### config.mk
export PLATFORM = sky130hd
export DESIGN_NAME = adc_link_lock_seq_flat
export DESIGN_NICKNAME = d
export VERILOG_FILES = /design/src/rtl/adc_link_lock_seq_if.sv /design/src/rtl/adc_link_lock_seq.sv /design/src/flat_wrapper.sv
export SDC_FILE = /design/constraint.sdc
export NUM_CORES = 1
export LEC_CHECK = 0
export ABC_AREA = 1
export BUFFER_PORTS_ARGS = -buffer_cell sky130_fd_sc_hd__buf_4
export CAP_MARGIN = 0
export CORE_MARGIN = 5
export CORE_UTILIZATION = 57
export DETAILED_ROUTE_END_ITERATION = 10
export PLACE_DENSITY = 0.79
export SYNTH_ARGS = -nofsm -noshare
export SYNTH_HDL_FRONTEND = slang
export SYNTH_SLANG_ARGS = --single-unit
### constraint.sdc
create_clock -name clk_div_a -period 2.52 [get_ports clk_div_a]
set_input_delay 0.504 -clock clk_div_a [delete_from_list [all_inputs] [get_ports clk_div_a]]
set_output_delay 0.504 -clock clk_div_a [all_outputs]
set_load 0.05 [all_outputs]
### src/rtl/adc_link_lock_seq_if.sv
// ADC link-lock bundle: deserialiser data in, bitslip out, lock/status out.
// Latency: none, wires only.
// Backpressure: none; the deserialiser must act on every bitslip pulse.
//
// Ports (master = lock sequencer, slave = deserialiser/capture side):
//   relock          restart request, one cycle
//   adc_data        deserialised ADC word
//   bitslip         one-cycle slip pulse to the deserialiser
//   gclk_sd_lockeda link locked / data-valid qualifier
//   align_fail      sticky alignment failure
//   slip_cnt        slips issued in the current attempt
//   retry_cnt       restarts since reset or relock (saturating)
//   lock_state      sequencer state code
interface adc_link_lock_seq_if #(
  parameter int DATA_W = 8,
  parameter int SLIP_W = 4
);
  logic              relock;
  logic [DATA_W-1:0] adc_data;
  logic              bitslip;
  logic              gclk_sd_lockeda;
  logic              align_fail;
  logic [SLIP_W-1:0] slip_cnt;
  logic [3:0]        retry_cnt;
  logic [2:0]        lock_state;

  modport master (
    input  relock, adc_data,
    output bitslip, gclk_sd_lockeda, align_fail, slip_cnt, retry_cnt, lock_state
  );

  modport slave (
    output relock, adc_data,
    input  bitslip, gclk_sd_lockeda, align_fail, slip_cnt, retry_cnt, lock_state
  );
endinterface

### src/rtl/adc_link_lock_seq.sv
// ADC link lock sequencer: settle, bit-align the training word via bitslip, then assert lock.
// Latency: lock SETTLE_CYCLES+MATCH_CNT+1 edges after reset release when already aligned.
// Backpressure: none; each bitslip is followed by SLIP_WAIT idle cycles before re-checking.
//
// Ports: clk_div_a (only clock), sys_rst_n (async active-low reset),
//   bufg_rst (async restart request, synchronised here), lnk (master modport:
//   relock/adc_data in; bitslip, gclk_sd_lockeda, align_fail, slip_cnt,
//   retry_cnt, lock_state out).
// Optional: define ADC_LOCK_TIMEOUT_EN to enter a sticky FAIL state after
//   MAX_RETRY restarts; otherwise retries continue forever and align_fail is 0.
module adc_link_lock_seq #(
  parameter int              DATA_W        = 8,
  parameter int              SLIP_W        = 4,
  parameter int              SETTLE_CYCLES = 256,
  parameter int              MATCH_CNT     = 16,
  parameter int              SLIP_WAIT     = 4,
  parameter logic [DATA_W-1:0] TRAIN_PAT   = 8'hF0,
  parameter int              MAX_RETRY     = 3
) (
  input  logic                 clk_div_a,
  input  logic                 sys_rst_n,
  input  logic                 bufg_rst,
  adc_link_lock_seq_if.master  lnk
);

  localparam int CYC_W   = $clog2(SETTLE_CYCLES + SLIP_WAIT);
  localparam int MATCH_W = $clog2(MATCH_CNT + 1);

  if (SLIP_W < $clog2(DATA_W + 1)) begin : g_slip_w_chk
    $error("SLIP_W too narrow to hold DATA_W");
  end
  if (MAX_RETRY > 15) begin : g_retry_chk
    $error("MAX_RETRY exceeds retry_cnt range");
  end

  typedef enum logic [2:0] {
    ST_SETTLE = 3'd0,
    ST_CHECK  = 3'd1,
    ST_SLIP   = 3'd2,
    ST_WAIT   = 3'd3,
    ST_LOCKED = 3'd4,
    ST_FAIL   = 3'd5
  } state_t;

  state_t             state, state_nxt;
  logic [CYC_W-1:0]   cyc_cnt, cyc_nxt;
  logic [MATCH_W-1:0] match_cnt, match_nxt;
  logic [SLIP_W-1:0]  slip_cnt, slip_nxt;
  logic [3:0]         retry_cnt, retry_nxt, retry_sat;
  logic [2:0]         bufg_sync;
  logic               rst_sync, restart;
  logic [DATA_W-1:0]  adc_data_r;
  logic               data_primed;

  // bufg_rst is asynchronous to clk_div_a; three flops before use.
  always_ff @(posedge clk_div_a or negedge sys_rst_n) begin
    if (!sys_rst_n) bufg_sync <= '0;
    else            bufg_sync <= {bufg_sync[1:0], bufg_rst};
  end
  assign rst_sync = bufg_sync[2];
  assign restart  = rst_sync | lnk.relock;

  // data_primed holds SETTLE for the one cycle after reset in which
  // adc_data_r still carries its reset value rather than a real sample.
  always_ff @(posedge clk_div_a or negedge sys_rst_n) begin
    if (!sys_rst_n) begin
      adc_data_r  <= '0;
      data_primed <= 1'b0;
    end else begin
      adc_data_r  <= lnk.adc_data;
      data_primed <= 1'b1;
    end
  end

  always_ff @(posedge clk_div_a or negedge sys_rst_n) begin
    if (!sys_rst_n) begin
      state     <= ST_SETTLE;
      cyc_cnt   <= '0;
      match_cnt <= '0;
      slip_cnt  <= '0;
      retry_cnt <= '0;
    end else begin
      state     <= state_nxt;
      cyc_cnt   <= cyc_nxt;
      match_cnt <= match_nxt;
      slip_cnt  <= slip_nxt;
      retry_cnt <= retry_nxt;
    end
  end

  assign retry_sat = (retry_cnt == 4'hF) ? retry_cnt : retry_cnt + 4'd1;

  always_comb begin
    state_nxt = state;
    cyc_nxt   = cyc_cnt;
    match_nxt = match_cnt;
    slip_nxt  = slip_cnt;
    retry_nxt = retry_cnt;
    if (restart) begin
      state_nxt = ST_SETTLE;
      cyc_nxt   = '0;
      match_nxt = '0;
      slip_nxt  = '0;
      retry_nxt = '0;
    end else begin
      case (state)
        ST_SETTLE: begin
          if (data_primed) begin
            if (cyc_cnt == CYC_W'(SETTLE_CYCLES - 1)) begin
              state_nxt = ST_CHECK;
              cyc_nxt   = '0;
            end else begin
              cyc_nxt = cyc_cnt + CYC_W'(1);
            end
          end
        end
        ST_CHECK: begin
          if (adc_data_r == TRAIN_PAT) begin
            match_nxt = match_cnt + MATCH_W'(1);
            if (match_cnt == MATCH_W'(MATCH_CNT - 1)) state_nxt = ST_LOCKED;
          end else if (slip_cnt < SLIP_W'(DATA_W)) begin
            match_nxt = '0;
            state_nxt = ST_SLIP;
          end else begin
            // Every rotation tried without a match: restart the attempt.
            match_nxt = '0;
            slip_nxt  = '0;
            cyc_nxt   = '0;
`ifdef ADC_LOCK_TIMEOUT_EN
            if (retry_cnt == 4'(MAX_RETRY)) begin
              state_nxt = ST_FAIL;
            end else begin
              state_nxt = ST_SETTLE;
              retry_nxt = retry_sat;
            end
`else
            state_nxt = ST_SETTLE;
            retry_nxt = retry_sat;
`endif
          end
        end
        ST_SLIP: begin
          slip_nxt  = slip_cnt + SLIP_W'(1);
          cyc_nxt   = '0;
          state_nxt = ST_WAIT;
        end
        ST_WAIT: begin
          if (cyc_cnt == CYC_W'(SLIP_WAIT - 1)) begin
            cyc_nxt   = '0;
            state_nxt = ST_CHECK;
          end else begin
            cyc_nxt = cyc_cnt + CYC_W'(1);
          end
        end
        ST_LOCKED: state_nxt = ST_LOCKED;
`ifdef ADC_LOCK_TIMEOUT_EN
        ST_FAIL:   state_nxt = ST_FAIL;
`endif
        default:   state_nxt = ST_SETTLE;
      endcase
    end
  end

  assign lnk.bitslip         = (state == ST_SLIP);
  assign lnk.gclk_sd_lockeda = (state == ST_LOCKED);
`ifdef ADC_LOCK_TIMEOUT_EN
  assign lnk.align_fail      = (state == ST_FAIL);
`else
  assign lnk.align_fail      = 1'b0;
`endif
  assign lnk.slip_cnt        = slip_cnt;
  assign lnk.retry_cnt       = retry_cnt;
  assign lnk.lock_state      = state;

endmodule

### src/flat_wrapper.sv
// flat-port wrapper written by rule: the top's interface ports become plain ports
module adc_link_lock_seq_flat 
#(
  parameter int              DATA_W        = 8,
  parameter int              SLIP_W        = 4,
  parameter int              SETTLE_CYCLES = 256,
  parameter int              MATCH_CNT     = 16,
  parameter int              SLIP_WAIT     = 4,
  parameter logic [DATA_W-1:0] TRAIN_PAT   = 8'hF0,
  parameter int              MAX_RETRY     = 3
)
  (clk_div_a, sys_rst_n, bufg_rst, lnk_relock, lnk_adc_data, lnk_bitslip, lnk_gclk_sd_lockeda, lnk_align_fail, lnk_slip_cnt, lnk_retry_cnt, lnk_lock_state);
  adc_link_lock_seq_if #(.DATA_W(DATA_W), .SLIP_W(SLIP_W)) lnk_i ();
  input  logic clk_div_a;
  input  logic sys_rst_n;
  input  logic bufg_rst;
  input wire logic [$bits(lnk_i.relock)-1:0] lnk_relock;
  input wire logic [$bits(lnk_i.adc_data)-1:0] lnk_adc_data;
  output wire logic [$bits(lnk_i.bitslip)-1:0] lnk_bitslip;
  output wire logic [$bits(lnk_i.gclk_sd_lockeda)-1:0] lnk_gclk_sd_lockeda;
  output wire logic [$bits(lnk_i.align_fail)-1:0] lnk_align_fail;
  output wire logic [$bits(lnk_i.slip_cnt)-1:0] lnk_slip_cnt;
  output wire logic [$bits(lnk_i.retry_cnt)-1:0] lnk_retry_cnt;
  output wire logic [$bits(lnk_i.lock_state)-1:0] lnk_lock_state;
  assign lnk_i.relock = lnk_relock;
  assign lnk_i.adc_data = lnk_adc_data;
  assign lnk_bitslip = lnk_i.bitslip;
  assign lnk_gclk_sd_lockeda = lnk_i.gclk_sd_lockeda;
  assign lnk_align_fail = lnk_i.align_fail;
  assign lnk_slip_cnt = lnk_i.slip_cnt;
  assign lnk_retry_cnt = lnk_i.retry_cnt;
  assign lnk_lock_state = lnk_i.lock_state;
  adc_link_lock_seq #(.DATA_W(DATA_W), .SLIP_W(SLIP_W), .SETTLE_CYCLES(SETTLE_CYCLES), .MATCH_CNT(MATCH_CNT), .SLIP_WAIT(SLIP_WAIT), .TRAIN_PAT(TRAIN_PAT), .MAX_RETRY(MAX_RETRY)) u_core (.clk_div_a(clk_div_a), .sys_rst_n(sys_rst_n), .bufg_rst(bufg_rst), .lnk(lnk_i));
endmodule
Word-level counts from Yosys, hierarchy flattened
Index checks and enable logic that the tools add are counted.
{"block": "op_classes", "add_sub_neg": 4, "magnitude_cmp": 1, "n_eq_ne": 18, "n_mux": 27, "bitwise": 1, "reduce_logical": 8}
{"op": "9-bit two-way mux", "count": 6}
{"op": "9-bit case mux with 4 select lines", "count": 1}
{"op": "4-bit two-way mux", "count": 8}
{"op": "3-bit two-way mux", "count": 6}
{"op": "5-bit two-way mux", "count": 3}
{"op": "3-bit case mux with 5 select lines", "count": 1}
{"op": "4-bit AND reduction", "count": 3}
{"op": "9-bit by 1-bit adder with 9-bit output (second input constant)", "count": 1}
{"op": "9-bit by 2-bit == test with 1-bit output (second input constant)", "count": 1}
{"op": "9-bit by 8-bit == test with 1-bit output (second input constant)", "count": 1}
{"op": "3-bit by 1-bit != test with 1-bit output (second input constant)", "count": 3}
{"op": "4-bit by 1-bit adder with 4-bit output (second input constant)", "count": 2}
{"op": "8-bit == test (second input constant)", "count": 1}
{"op": "4-bit case mux with 2 select lines", "count": 1}
{"op": "3-bit by 2-bit == test with 1-bit output (second input constant)", "count": 2}
{"op": "2-bit by 1-bit != test with 1-bit output (second input constant)", "count": 3}
{"op": "3-bit by 2-bit != test with 1-bit output (second input constant)", "count": 2}
{"op": "5-bit by 1-bit adder with 5-bit output (second input constant)", "count": 1}
{"op": "5-bit by 4-bit == test with 1-bit output (second input constant)", "count": 1}
{"op": "5-bit nonzero test", "count": 1}
{"op": "4-bit == test (second input constant)", "count": 1}
{"op": "4-bit less-than comparator (second input constant)", "count": 1}
{"op": "4-bit by 3-bit != test with 1-bit output (second input constant)", "count": 1}
{"op": "3-bit by 1-bit == test with 1-bit output (second input constant)", "count": 1}
{"op": "other kinds (7)", "count": 7}
{"block": "word_totals", "ff_bits": 37, "inputBits": 12, "wordCells": 67}

Depth between registers and ports, before layout
Gate-level depths: netlist of the first run.
{"block": "logic_depth", "depth_word": 6, "mapped_depth": 11, "mapped_depth_nobuf": 11}

Least setup slack after synthesis of the first run
OpenSTA, ideal clock, no wires.
{"block": "synth_timing", "kind": "register to register", "start": "register u_core.state[1], in the netlist u_core.lnk.lock_state[1]", "end": "register u_core.slip_cnt[0], in the netlist u_core.lnk.slip_cnt[0]", "setup_ns": 0.077, "t_arrival_ns": 2.543, "t_required_ns": 2.443, "path_slack_ns": -0.100, "stages_incl_launch_ff": 7, "period_less_slack_ns": 2.620, "path_cell_list": "dfrtp_1 -> inv_1 -> nor3_1 -> inv_1 -> nor2_1 -> nor2_1 -> a21oi_2"}
{"block": "synth_via", "elab_chain_cells": 3, "word_cells_on_any_way": 8, "classes_between": "eq/ne (4); mux (2); reduce/logical (2)"}
{"element": "start: declaration", "line": "adc_link_lock_seq.sv:45", "rtl": "state_t state, state_nxt;"}
{"element": "start signal: assignment", "line": "adc_link_lock_seq.sv:83", "rtl": "state <= state_nxt;"}
{"element": "3-bit by 2-bit == test with 1-bit output (*)"}
{"element": "named net lnk_bitslip", "line": "flat_wrapper.sv:19", "rtl": "output wire logic [$bits(lnk_i.bitslip)-1:0] lnk_bitslip;"}
{"element": "4-bit case mux with 2 select lines or 3-bit nonzero test (tied branches)"}
{"element": "4-bit two-way mux or 3-bit AND reduction (tied branches)"}
{"element": "end signal: assignment", "line": "adc_link_lock_seq.sv:86", "rtl": "slip_cnt <= slip_nxt;"}
{"element": "end: declaration", "line": "adc_link_lock_seq.sv:48", "rtl": "logic [SLIP_W-1:0] slip_cnt, slip_nxt;"}
The timed path passes the listed nets; every way through them passes the cells marked *.
A chain may end at the register's enable or synchronous reset.

Worst setup path after layout of the first run
{"block": "layout_timing", "start": "register u_core.cyc_cnt[0]", "end": "register u_core.state[0], in the netlist u_core.lnk.lock_state[0]"}
{"block": "layout_via", "elab_chain_cells": 3, "word_cells_on_any_way": 5, "classes_between": "eq/ne (4); reduce/logical (1)"}
{"element": "start: declaration", "line": "adc_link_lock_seq.sv:46", "rtl": "logic [CYC_W-1:0] cyc_cnt, cyc_nxt;"}
{"element": "start signal: assignment", "line": "adc_link_lock_seq.sv:84", "rtl": "cyc_cnt <= cyc_nxt;"}
{"element": "9-bit by 2-bit == test with 1-bit output or 9-bit by 8-bit == test with 1-bit output (tied branches)", "line": "adc_link_lock_seq.sv:148, adc_link_lock_seq.sv:109"}
{"element": "3-bit by 1-bit != test with 1-bit output (no line)"}
{"element": "4-bit AND reduction (no line) (*)"}
Mark *: on every way between the ends. The rest lies on a longest branch, timed or not.

==> results of run 1 <==
registers in the layout, summed over array words and instances (netlist names):
register,count
u_core.lnk.retry_cnt,4
u_core.lnk.slip_cnt,4
u_core.adc_data_r,8
u_core.match_cnt,5
u_core.data_primed,1
u_core.bufg_sync,3
u_core.lnk.lock_state,3
u_core.cyc_cnt,9
cell type report:
| type | count | area (sq um) |
|---|---|---|
| Fill cell | 287 | 1026 |
| Multi-Input combinational cell | 178 | 960.9 |
| Sequential cell | 37 | 925.9 |
| Timing Repair Buffer | 25 | 187.7 |
| Inverter | 31 | 116.4 |
| Tap cell | 46 | 57.56 |
| Clock buffer | 6 | 51.30 |
| Clock inverter | 2 | 37.54 |
cells by family after synthesis:
| kind of cell | Yosys count | share of synthesized area (%) |
|---|---|---|
| compound gates | 25 | 8.282 |
| xor+xnor | 4 | 1.744 |
| fa+ha+maj | 7 | 4.358 |
| buf+inv | 33 | 6.351 |
| flops | 37 | 46.08 |
| other cells | 2 | 0.3737 |
| simple gates | 140 | 32.81 |
worst max-delay path: cells and delay by family, from the launching register on:
family / cells / cell delay [ns]
flip-flops: 1 / 0.42
AO/OA/AOI/OAI: 1 / 0.24
buffers and inverters: 2 / 0.23
adder cells (fa/ha/maj): 2 / 0.41
AND/OR/NAND/NOR: 6 / 0.72
power groups by stage:
stage | Clock, mW | Sequential [mW] | Combinational (mW)
after floorplan | 0 | 0.652 | 0.0419
after global placement | 0 | 0.633 | 0.105
after detailed placement | 0 | 0.633 | 0.106
after CTS | 0.450 | 0.621 | 0.107
after global routing | 0.476 | 0.623 | 0.117
final | 0.443 | 0.621 | 0.105
metrics by stage:
stage	utilization (%)	setup slack, ns
2_1_floorplan	-	0.2773
3_3_place_gp	66.85	0.6828
3_5_place_dp	66.85	0.5043
4_1_cts	69.49	0.4636
5_1_grt	69.49	0.2145
6_report	69.49	0.3938
placed cells by master, fill, tap and decap left out, types with 2 or more instances in the layout:
cell      netlist  layout
ha_1            7       7
nor2_1         21      21
nand3_1        25      25
a21oi_2         2       2
o21ai_0        15      15
o21ai_1         2       2
buf_4           1      25
xor2_1          3       3
nand4_1        10      10
inv_1          31      31
conb_1          2       2
dfrtp_1        37      37
or2_2           3       3
nand2_1        68      68
clkbuf_4        0       5
nand2_2         3       3
nor2_4          7       7
metal layers:
| metal | global-route usage, % | wire length, um | part of all wire (%) |
|---|---|---|---|
| met5 | 0 | 0 | 0 |
| met4 | 5.857 | 74 | 1.8 |
| met3 | 4.638 | 297 | 7.2 |
| met2 | 28.60 | 1940 | 47 |
| met1 | 22.68 | 1831 | 44 |
worst max path at each step:
stage,startpoint,endpoint,depth (start not counted)
after CTS,u_core.cyc_cnt[0]$_DFFE_PN0P_,u_core.lnk.lock_state[0]$_DFFE_PN0P_,11
after global routing,u_core.cyc_cnt[0]$_DFFE_PN0P_,u_core.lnk.lock_state[0]$_DFFE_PN0P_,11
after global placement,u_core.cyc_cnt[0]$_DFFE_PN0P_,u_core.lnk.lock_state[0]$_DFFE_PN0P_,11
final,u_core.cyc_cnt[0]$_DFFE_PN0P_,u_core.lnk.lock_state[0]$_DFFE_PN0P_,11
after detailed placement,u_core.cyc_cnt[0]$_DFFE_PN0P_,u_core.lnk.lock_state[0]$_DFFE_PN0P_,11
after floorplan,u_core.lnk.lock_state[2]$_DFFE_PN0P_,lnk_gclk_sd_lockeda,2
==> results.md, run 1 <==
- WL final: 4145 um
- Core area: 3363 sq um
- Setup Viol. Count Final: 0
- CP endpoint kind: flop
- Syn_nets: 267
- GPL Wtd Cong: 0.9280
- Combinational share of power: 9.0%
- Pwr Total: 1.170 mW
- Ranking of synthesized cells by area: dfrtp_1 (46%), nand2_1 (13%), nand3_1 (6.2%), inv_1 (5.8%), ha_1 (4.4%)
- Critical path required time: 2.78 ns
- Placement Rows: 21
- Power share of the clock group: 37.9%
- CP startpoint kind: flop
- Min Clock Period, post-route: 2.126 ns
- Most common cell in the synthesized netlist: nand2_1
- DR iter-0 viols: 168
- Post-cts resize count: 0
- Final period util: 84.37%
- Synthesis-to-layout area growth: 16.31%
- Design Area, Final: 2337 sq um
- Antenna violations before repair: 0
- Post-synthesis cell type count: 27
- Number of synthesized register bits: 37
- Internal: 0.8798 mW
- Fin. max-slew vios: 0
- Starting density of the core: 59.75%
- Pwr/cell area: 500.5 nW/um^2
- CP dominant cell by count: nand3_1
- Status: completed
- Die Height: 69.38 um
- Hold_buf cts: 0
- Fin Clk Skew: 0.01912 ns
- Ys Warns: 0
- Final std cells w/o fill: 325
- Hold slack: 0.07586 ns
- FMAX: 0.4703 GHz
- Dpl cells: 317
- Vias in the first global route: 1571
- Post-CTS Setup Bufs: 0
- GR Util All Layers: 17.57%
- Largest net degree at the start of global routing: 38
- DR WL/cell: 12.75 um
- Via Count: 1765
- DRT Pass-1 Iters: 5
- Worst reg2reg setup slack: 0.39 ns
- I/O Pins: 26
- FF-to-FF End: u_core.lnk.lock_state[0]$_DFFE_PN0P_
- Post-synth top area cell: dfrtp_1
- Setup_tns: 0 ns
- Drt drc: 0
- Die area: 4813 sq um
- CP max FO: 6
- Clock transition at path regs: 0.13 ns
- Root Buffer Master: clkbuf_4
- Gr ovfl total: 0
- Slowest cell on crit path: dfrtp_1
- Data arrival, critical path: 2.39 ns
- Clock Path Buffers: 2
- TritonCTS clock tree: yes
- Switching pwr: 0.2899 mW
- Top FF cell, synth: dfrtp_1
- VDD IR max: 0.3981 mV
- Diodes inserted: 0
- Switch share: 24.78%
- Share of layout cells above drive strength 1: 18.64%
- Reg2Reg Launch Point: u_core.cyc_cnt[0]$_DFFE_PN0P_
- Final ANT Viol Nets: 0
- Final hold violations: 0
- Post-synth EDFFs: 0
- Total leakage power: 1.136 nW
- Total CTS buffers: 5
- Synth top area share: 46.08%
- CTS sink count: 37
- First-pass GRT wire length: 6989 um
- Seq/Total Area, Yosys: 46.08%
- Max incr delay on CP: 0.42 ns
- CTS H-tree depth: 2
- Synth Instances: 248
- Die width: 69.38 um
- Hold WC Path Type: input port to async pin
- Worst-path cell chain: ha_1 > nand2_1 > inv_1 > nand3_1 > nor2_1 > ha_1 > inv_1 > o21ai_0 > nand3_1 > nand3_1 > nand2_1
- R2R cell count: 11
- Detailed placer's ending HPWL: 2975 um
- Via density: 5.431
- Synth Cell Area: 2009 sq um
- Skew-Pair Late Insertion Delay: 0.36 ns
- RSZ-0062 raised after global routing: no
- Share of power burned in registers: 53.1%
- Final nets: 297
- Port Buffers: 24
- Synth Area per Inst: 8.103 sq um
- # Max-Cap Violations: 0
- Worst Path Class, Setup: flop to flop
- Ys async rst share: 100.0%
- Commonest cells in the netlist: nand2_1 (68), dfrtp_1 (37), inv_1 (31)
- Placed Area: 2248 sq um
Power figures use the tool's default switching activity.
==> run 2, diff against run 1 <==
- clock period: 2.52 -> 1.97 ns (I/O delays scaled with it)
==> run 2 against run 1 <==
Net effect:
- register-to-register slack worse by 0.27 ns
- clock skew down 0.00064 ns
- cell area up 1.5%
- maximum frequency up 15%
- global-route usage down 0.15 points
- critical endpoint unchanged
- largest power group unchanged
==> results.md, run 2 (synthesis gave the netlist of run 1 again) <==
- Share of layout cells above drive strength 1: 21.55% (was 18.64%)
- CTS sink count: 37 (unchanged)
- Fin Clk Skew: 0.01848 ns (was 0.01912 ns)
- Cells on Worst Hold Path: 1
- TritonCTS clock tree: yes (unchanged)
- CP endpoint kind: flop (unchanged)
- Pre-CTS setup slack: 0.05208 ns (was 0.5043 ns)
- Critical path required time: 2.23 ns (was 2.78 ns)
- VDD IR max: 0.4998 mV (was 0.3981 mV)
- Switch share: 26.32% (was 24.78%)
- Largest reg by FF count: u_core.cyc_cnt (unchanged)
- Most frequent cells in the layout: nand2_1 (68), dfrtp_1 (36), inv_1 (30) (was nand2_1 (68), dfrtp_1 (37), inv_1 (31))
- Regs by FF count: u_core.cyc_cnt (9), u_core.adc_data_r (8), u_core.match_cnt (5) (unchanged)
- PnR worst setup slack: 0.1270 ns (was 0.3938 ns)
- Hold WC Path Type: input port to flop (was input port to async pin)
- WL final: 3994 um (was 4145 um)
- Starting density of the core: 59.75% (unchanged)
- R2R cell count: 11 (unchanged)
- Core area: 3363 sq um (unchanged)
- Final hold violations: 0 (unchanged)
- RSZ-0062 raised after global routing: yes (was no)
- Switching pwr: 0.3720 mW (was 0.2899 mW)
- Final period util: 93.55% (was 84.37%)
- Drt drc: 0 (unchanged)
- Data arrival, critical path: 2.10 ns (was 2.39 ns)
- FMAX: 0.5426 GHz (was 0.4703 GHz)
- Fin. max-slew vios: 0 (unchanged)
- Detailed placer's ending HPWL: 3005 um (was 2975 um)
- I/O Pins: 26 (unchanged)
- Via density: 5.143 (was 5.431)
- Most common cell after layout, fill and taps aside: nand2_1 (unchanged)
- First-pass GRT wire length: 6865 um (was 6989 um)
- Setup_tns: 0 ns (unchanged)
- GR Util All Layers: 17.42% (was 17.57%)
- Synthesis-to-layout area growth: 18.06% (was 16.31%)
- Status: completed (unchanged)
- Clock Path Buffers: 2 (unchanged)
- DR WL/cell: 12.14 um (was 12.75 um)
- Reg2Reg Launch Point: u_core.cyc_cnt[0]$_DFFE_PN0P_ (unchanged)
- Largest net degree at the start of global routing: 38 (unchanged)
- Pwr Total: 1.413 mW (was 1.170 mW)
- Final std cells w/o fill: 329 (was 325)
- Critical Path Source: u_core.cyc_cnt[0]$_DFFE_PN0P_ (unchanged)
- Share of power burned in registers: 56.3% (was 53.1%)
- Diodes inserted: 0 (unchanged)
- Die area: 4813 sq um (unchanged)
- CP max FO: 6 (unchanged)
- Placement Rows: 21 (unchanged)
- DRT Pass-1 Iters: 4 (was 5)
- Antenna violations before repair: 0 (unchanged)
- DR iter-0 viols: 102 (was 168)
- Worst Path Class, Setup: flop to flop (unchanged)
- # Max-Cap Violations: 0 (unchanged)
- Setup Viol. Count Final: 0 (unchanged)
- Via Count: 1692 (was 1765)
- Number of flip-flops in the largest register: 9 (unchanged)
- Total leakage power: 1.139 nW (was 1.136 nW)
- FILL cells: 286 (was 287)
- Min Clock Period, post-route: 1.843 ns (was 2.126 ns)
- Power share of the clock group: 33.9% (was 37.9%)
- Worst reg2reg setup slack: 0.13 ns (was 0.39 ns)
- Dpl cells: 319 (was 317)
- Internal: 1.041 mW (was 0.8798 mW)
- Vias in the first global route: 1542 (was 1571)
- Port Buffers: 24 (unchanged)
- Skew-Pair Late Insertion Delay: 0.35 ns (was 0.36 ns)
- Root Buffer Master: clkbuf_4 (unchanged)
- GPL Wtd Cong: 0.8931 (was 0.9280)
- Clock transition at path regs: 0.12 ns (was 0.13 ns)
- Final nets: 301 (was 297)
- Placed Area: 2272 sq um (was 2248 sq um)
- Final ANT Viol Nets: 0 (unchanged)
- Total CTS buffers: 5 (unchanged)
- Setup crit end: u_core.lnk.lock_state[0]$_DFFE_PN0P_ (unchanged)
- Combinational share of power: 9.8% (was 9.0%)
- Die Height: 69.38 um (unchanged)
- Die width: 69.38 um (unchanged)
- CTS H-tree depth: 2 (unchanged)
- FF-to-FF End: u_core.lnk.lock_state[0]$_DFFE_PN0P_ (unchanged)
- Design Area, Final: 2372 sq um (was 2337 sq um)
- Pwr/cell area: 595.8 nW/um^2 (was 500.5 nW/um^2)
- CP startpoint kind: flop (unchanged)
- Gr ovfl total: 0 (unchanged)
## run 2: final cells by class
type | instances | area (sq um) | area share [%]
flip-flops and latches | 37 | 927.1 | 39.08
inverters | 31 | 116.4 | 4.905
well taps | 46 | 57.56 | 2.426
clock inverters | 1 | 8.758 | 0.3692
multi-input cells | 178 | 977.2 | 41.19
clock buffers | 7 | 65.06 | 2.743
repair buffers | 29 | 220.2 | 9.283
## run 2: power groups by stage
| stage | Combinational, mW | Sequential, mW | Clock, mW |
|---|---|---|---|
| 2_1_floorplan | 0.0536 | 0.834 | 0 |
| 3_3_place_gp | 0.135 | 0.809 | 0 |
| 3_5_place_dp | 0.137 | 0.810 | 0 |
| 4_1_cts | 0.139 | 0.795 | 0.488 |
| 5_1_grt | 0.155 | 0.798 | 0.525 |
| 6_report | 0.139 | 0.795 | 0.479 |
## run 2: worst min-delay path by stage
stage                                             start                        endpoint  slack (ns)
after floorplan                               sys_rst_n  u_core.adc_data_r[0]$_DFF_PN0_         0.1
after global placement    u_core.bufg_sync[1]$_DFF_PN0_   u_core.bufg_sync[2]$_DFF_PN0_        0.33
after detailed placement  u_core.bufg_sync[1]$_DFF_PN0_   u_core.bufg_sync[2]$_DFF_PN0_        0.34
after CTS                               lnk_adc_data[6]  u_core.adc_data_r[6]$_DFF_PN0_        0.14
after global routing                    lnk_adc_data[4]  u_core.adc_data_r[4]$_DFF_PN0_        0.12
final                                   lnk_adc_data[6]  u_core.adc_data_r[6]$_DFF_PN0_        0.14
## run 2: critical path: stages, from the launching register on
cell and delay [ns]:
dfrtp_1 0.41, ha_2 0.20, nand2_1 0.08, inv_2 0.09, nand3_1 0.13, nor2_2 0.14, ha_2 0.19, inv_1 0.09
o21ai_1 0.16, nand3_1 0.12, nand3_1 0.08, nand2_1 0.06
## run 2: what timing repair did
action / CTS / global route
buffers inserted: 0 / 1
hold buffers: 1 / 0
resized for setup: 0 / 6
setup endpoints to repair: 0 / 7
endpoints found under the hold margin: 15 / 0
## run 2: routing by layer
layer  routed length [um]  global-route usage (%)  up-vias  share of wire, %
met3                  245                   5.072        5               6.1
met4                   46                   4.772        0               1.2
li1                     -                       -      869                 -
met5                    0                       0        -                 0
met2                 1805                   27.97       47                45
met1                 1896                   22.92      771                47
## run 2: through the flow
step	hold WS [ns]	utilization, %
2_1_floorplan	0.09841	-
3_3_place_gp	0.3343	67.56
3_5_place_dp	0.3404	67.56
4_1_cts	0.1392	70.05
5_1_grt	0.1201	70.54
6_report	0.1447	70.54
